**config.mk**
```make
export PLATFORM = sky130hd
export DESIGN_NAME = fifo_drain
export DESIGN_NICKNAME = d
export VERILOG_FILES = /design/src/rtl/fifo_pkg.sv /design/src/rtl/fifo_drain.sv
export SDC_FILE = /design/constraint.sdc
export NUM_CORES = 1
export LEC_CHECK = 0
export BUFFER_PORTS_ARGS = -buffer_cell sky130_fd_sc_hd__buf_2
export CAP_MARGIN = 10
export CORE_MARGIN = 5
export CORE_UTILIZATION = 45
export CTS_CLUSTER_SIZE = 24
export DETAILED_ROUTE_END_ITERATION = 7
export PLACE_DENSITY = 0.81
export SYNTH_ARGS = -nofsm -noshare
export SYNTH_HDL_FRONTEND = slang
export SYNTH_SLANG_ARGS = --single-unit
```
**constraint.sdc**
```tcl
create_clock -name clk -period 2.07 [get_ports clk]
set_input_delay 0.414 -clock clk [delete_from_list [all_inputs] [get_ports clk]]
set_output_delay 0.414 -clock clk [all_outputs]
set_load 0.05 [all_outputs]
```
**src/rtl/fifo_pkg.sv**
```systemverilog
// +--------------------------------------------------------------------+
// | fifo_pkg : shared widths, keep encodings and drain FSM state type   |
// | Rev 1.0  : initial release                                          |
// +--------------------------------------------------------------------+
`default_nettype none

package fifo_pkg;

  localparam int BYTE_W = 8;
  localparam int WORD_W = 16;

  localparam logic [1:0] KEEP_FULL = 2'b11;
  localparam logic [1:0] KEEP_ODD  = 2'b01;

  typedef enum logic [0:0] {
    ST_RUN   = 1'b0,
    ST_FLUSH = 1'b1
  } drain_state_t;

endpackage

`default_nettype wire

```
**src/rtl/fifo_drain.sv**
```systemverilog
// +--------------------------------------------------------------------+
// | fifo_drain : pops bytes from a sync FIFO and packs them into words  |
// | Rev 1.0    : initial release                                        |
// +--------------------------------------------------------------------+
`default_nettype none

module fifo_drain
  import fifo_pkg::*;
(
  input  logic              clk,
  input  logic              reset_n,
  input  logic              fifo_empty,
  output logic              fifo_rd_en,
  input  logic [BYTE_W-1:0] fifo_dout,
  input  logic              flush,
  output logic              m_valid,
  input  logic              m_ready,
  output logic [WORD_W-1:0] m_data,
  output logic [1:0]        m_keep,
  output logic              busy
);

  drain_state_t      r_state;
  logic              r_pend;
  logic              r_lo_vld;
  logic [BYTE_W-1:0] r_lo_byte;

  logic       w_out_free;
  logic [1:0] w_occ;
  logic       w_pop_ok;
  logic       w_pair;
  logic       w_flush_done;

  assign w_out_free = !m_valid || m_ready;
  assign w_occ      = {1'b0, r_lo_vld} + {1'b0, r_pend};

  // A second byte is only requested when the output register will have room
  // by the time both bytes are present, so a pair never finds it occupied.
  assign w_pop_ok     = !fifo_empty && (w_occ < 2'd2) && ((w_occ == 2'd0) || w_out_free);
  assign fifo_rd_en   = reset_n && (r_state == ST_RUN) && w_pop_ok;
  assign w_pair       = r_pend && r_lo_vld;
  assign w_flush_done = (r_state == ST_FLUSH) && !r_pend && w_out_free;
  assign busy         = r_pend || r_lo_vld || m_valid;

  always_ff @(posedge clk or negedge reset_n) begin
    if (!reset_n) begin
      r_state   <= ST_RUN;
      r_pend    <= 1'b0;
      r_lo_vld  <= 1'b0;
      r_lo_byte <= '0;
      m_valid   <= 1'b0;
      m_data    <= '0;
      m_keep    <= 2'b00;
    end else begin
      r_pend <= fifo_rd_en && !fifo_empty;

      if (w_pair) begin
        m_data   <= {fifo_dout, r_lo_byte};
        m_keep   <= KEEP_FULL;
        m_valid  <= 1'b1;
        r_lo_vld <= 1'b0;
      end else if (w_flush_done && r_lo_vld) begin
        m_data   <= {{BYTE_W{1'b0}}, r_lo_byte};
        m_keep   <= KEEP_ODD;
        m_valid  <= 1'b1;
        r_lo_vld <= 1'b0;
      end else begin
        if (m_valid && m_ready) begin
          m_valid <= 1'b0;
        end
        if (r_pend && !r_lo_vld) begin
          r_lo_byte <= fifo_dout;
          r_lo_vld  <= 1'b1;
        end
      end

      case (r_state)
        ST_RUN:   if (flush) r_state <= ST_FLUSH;
        ST_FLUSH: if (w_flush_done) r_state <= ST_RUN;
        default:  r_state <= ST_RUN;
      endcase
    end
  end

endmodule

`default_nettype wire

```
==> results by group <==
Status
  • Status: complete, no violations

Placement
  • Number of port buffers: 33
  • Post-DP HPWL: roughly 1.7 mm
  • Placer Congestion: about 0.7

Routing
  • Detailed-route wire length: about 2.3 mm
  • Drt drc: 0
  • DRT antenna net count: 0
  • Length of the first detailed-routing pass in iterations: 3
  • 1st-iter DRT viols: 23
  • Vias per std cell: approximately 5.2
  • Vias: 762
  • WL per Instance: roughly 16 um

Synth
  • Share of the synthesized area in the top cell type: 65.4%
  • Yosys cell types: 18
  • Synth warnings: 0
  • Syn Area/Cell: between 15 and 20 um^2
  • Synthesized flop and latch total: 30
  • Synth Instances: 75
  • Top cells by area, synth: dfrtp_1 (65%), mux2_2 (16%), a22o_1 (6.1%)
  • Synth area leader: dfrtp_1
  • Seq/Total Area, Yosys: between 60% and 70%
  • Post-synthesis instance area: roughly 1100 um^2
  • Net Count, Synth: between 80 and 90

Setup path
  • Crit path max-delay family: flip-flops
  • Capture point of the worst reg-to-reg path: m_data[0]
  • Setup CP Type: reg2out
  • Worst path required time: ~1.7 ns
  • Buf/Inv on CP: 1
  • Crit path largest cell delay: ~0.47 ns
  • Worst Setup Start Kind: flop
  • Critical path capture point type: primary output
  • Critical Path AT: around 1.5 ns
  • R2r startpoint: r_lo_vld
  • Crit-path cells: nor2_1 > a21oi_1 > nor4b_4 > buf_6
  • Critical path's slowest cell: dfrtp_1
  • CP endpoint: fifo_rd_en
  • Crit-path max FO: 7
  • R2R setup slack: 0.43 ns
  • Instance count on the critical path: 4
  • CP Launch Point: r_lo_vld
  • R2R depth: 3

Clocking
  • Clock Latency Late Sink: between 0.3 and 0.4 ns
  • CTS Buf Count: 5
  • Clock Pin Slew Worst Setup and Hold Paths: approximately 0.090 ns
  • CTS max path bufs: 2
  • H-tree lvl count: 2
  • CTS tree: built
  • Setup Buffers After CTS: 0
  • Root buf cell: clkbuf_4
  • Clk sinks: 30

Hold path
  • HP Class: in2async

Timing
  • Worst Tran Pin Value: 0.524 ns
  • Unrepaired setup endpoints after global routing: false
  • Max Fclk: about 520 MHz
  • Post-Route Setup TNS: 0 ns
  • Fin crit period: ~1.9 ns
  • Slew HR: ~65%
  • Hold Violations, Final: 0
  • Final setup vio count: 0
  • Fin Clk Skew: about 0.0041 ns
  • Crit share post-route: about 93%
  • Fin. max-slew vios: 0

Die
  • Die Footprint: roughly 3700 um^2
  • Die Height: 60.5 um
  • IO Pins: 34
  • Die X: just over 60 um
  • Rows: 18
  • Initial Utilization: 46.7%
  • Core Box Area: between 2000 and 2500 um^2

Run
  • Max Cap Viol: 0

Layout
  • Layout Nets: 129
  • Multi-input logic area: just under 400 um^2
  • Fillers: between 200 and 250
  • Area Growth Syn to Fin: 24.3%
  • Storage element area: roughly 750 um^2
  • Layout cell share with drive strength beyond 1: a little over half
  • Antenna cells: 0

Global routing
  • Largest net degree at the start of global routing: 32
  • Vias in the first global route: approximately 840
  • First-pass GRT wire length: 3.71 mm
  • GRT Util Overall: ~14%
  • Gr ovfl total: 0
  • Initial antenna violation count: 0
==> cell usage after synthesis <==
master and instances:
buf_6 2, nand3_1 1, a31oi_1 1, nand2_1 2
or3_1 1, buf_2 1, a22o_1 8, a21o_1 1
inv_1 1, nor2_1 2, and2_1 1, mux2_2 16
a21oi_1 1, nor4b_1 2, dfrtp_1 30, nand2b_1 3
nor2b_1 1, a31oi_4 1
==> through the flow <==
step	area (um^2)	cells	utilization [%]	hold slack, ns	worst slack (ns)
floorplan	1160	75	-	0.118	0.0733
global placement	1370	139	55.7	0.445	0.305
detailed placement	1370	139	55.7	0.466	0.242
CTS	1410	146	57.5	0.145	0.0154
global route	1430	146	58.1	0.158	0.0193
finish	1430	146	58.1	0.138	0.151
==> kinds of logic (layout without fill, tap and decap cells) <==
kind of cell	count (synthesis)	count (layout)	share of synthesized area [%]
buffers and inverters	4	45	2.73
muxes	16	16	15.7
AOI/OAI and AO/OA	12	12	9.60
and+or+nand+nor	13	13	6.54
DFF	30	30	65.4
==> sequential cells by signal, summed over array words and instances (netlist names) <==
name / count
m_keep: 2
r_pend: 1
r_state: 1
m_valid: 1
r_lo_vld: 1
m_data: 16
r_lo_byte: 8
==> cell usage in the layout, fill, tap and decap left out <==
master / Yosys / routed
buf_2: 1 / 32
dfrtp_1: 30 / 30
mux2_2: 16 / 16
a22o_1: 8 / 8
clkbuf_4: 0 / 5
buf_4: 0 / 4
nand2_1: 2 / 2
nor2_1: 2 / 2
nand2b_1: 3 / 2
clkbuf_1: 0 / 2
or3_1: 1 / 1
nand2b_4: 0 / 1
a21oi_1: 1 / 1
nor4b_4: 0 / 1
nor4b_1: 2 / 1
inv_1: 1 / 1
a31oi_1: 1 / 1
and2_1: 1 / 1
a31oi_4: 1 / 1
nand3_1: 1 / 1
a21o_1: 1 / 1
nor2b_1: 1 / 1
buf_6: 2 / 1
==> how the worst min path moves through the flow <==
stage / from / endpoint / cells past startpoint
6_report: reset_n / m_data[5] / 2
5_1_grt: reset_n / r_lo_byte[1] / 2
4_1_cts: reset_n / m_data[5] / 2
3_5_place_dp: m_keep[1] / m_keep[1] / 1
3_3_place_gp: m_keep[0] / m_keep[0] / 1
2_1_floorplan: reset_n / m_data[0] / 0
==> routing by layer <==
| metal | track usage (%) | up-vias | share of wire (%) |
|---|---|---|---|
| met5 | 0 | - | 0 |
| met4 | 5.57 | 0 | 0.82 |
| met1 | 16.0 | 383 | 40 |
| li1 | - | 351 | - |
| met3 | 7.02 | 2 | 8.5 |
| met2 | 23.6 | 26 | 51 |
==> area by class of cell <==
class	instances	area share [%]
multi-input combinational	41	27.2
tap	30	2.63
inverter	1	0.263
sequential	30	52.6
timing repair buffer	37	14.1
clock buffer	7	3.16
==> what timing repair did <==
item                                   in CTS  in global routing
setup endpoints to repair                   0                  1
endpoints found under the hold margin       0                  0
gates resized for setup                     0                  4
hold buffers                                0                  0
Power is not shown: default switching activity piles up to over one toggle a cycle in this logic, so the estimate is an artifact.
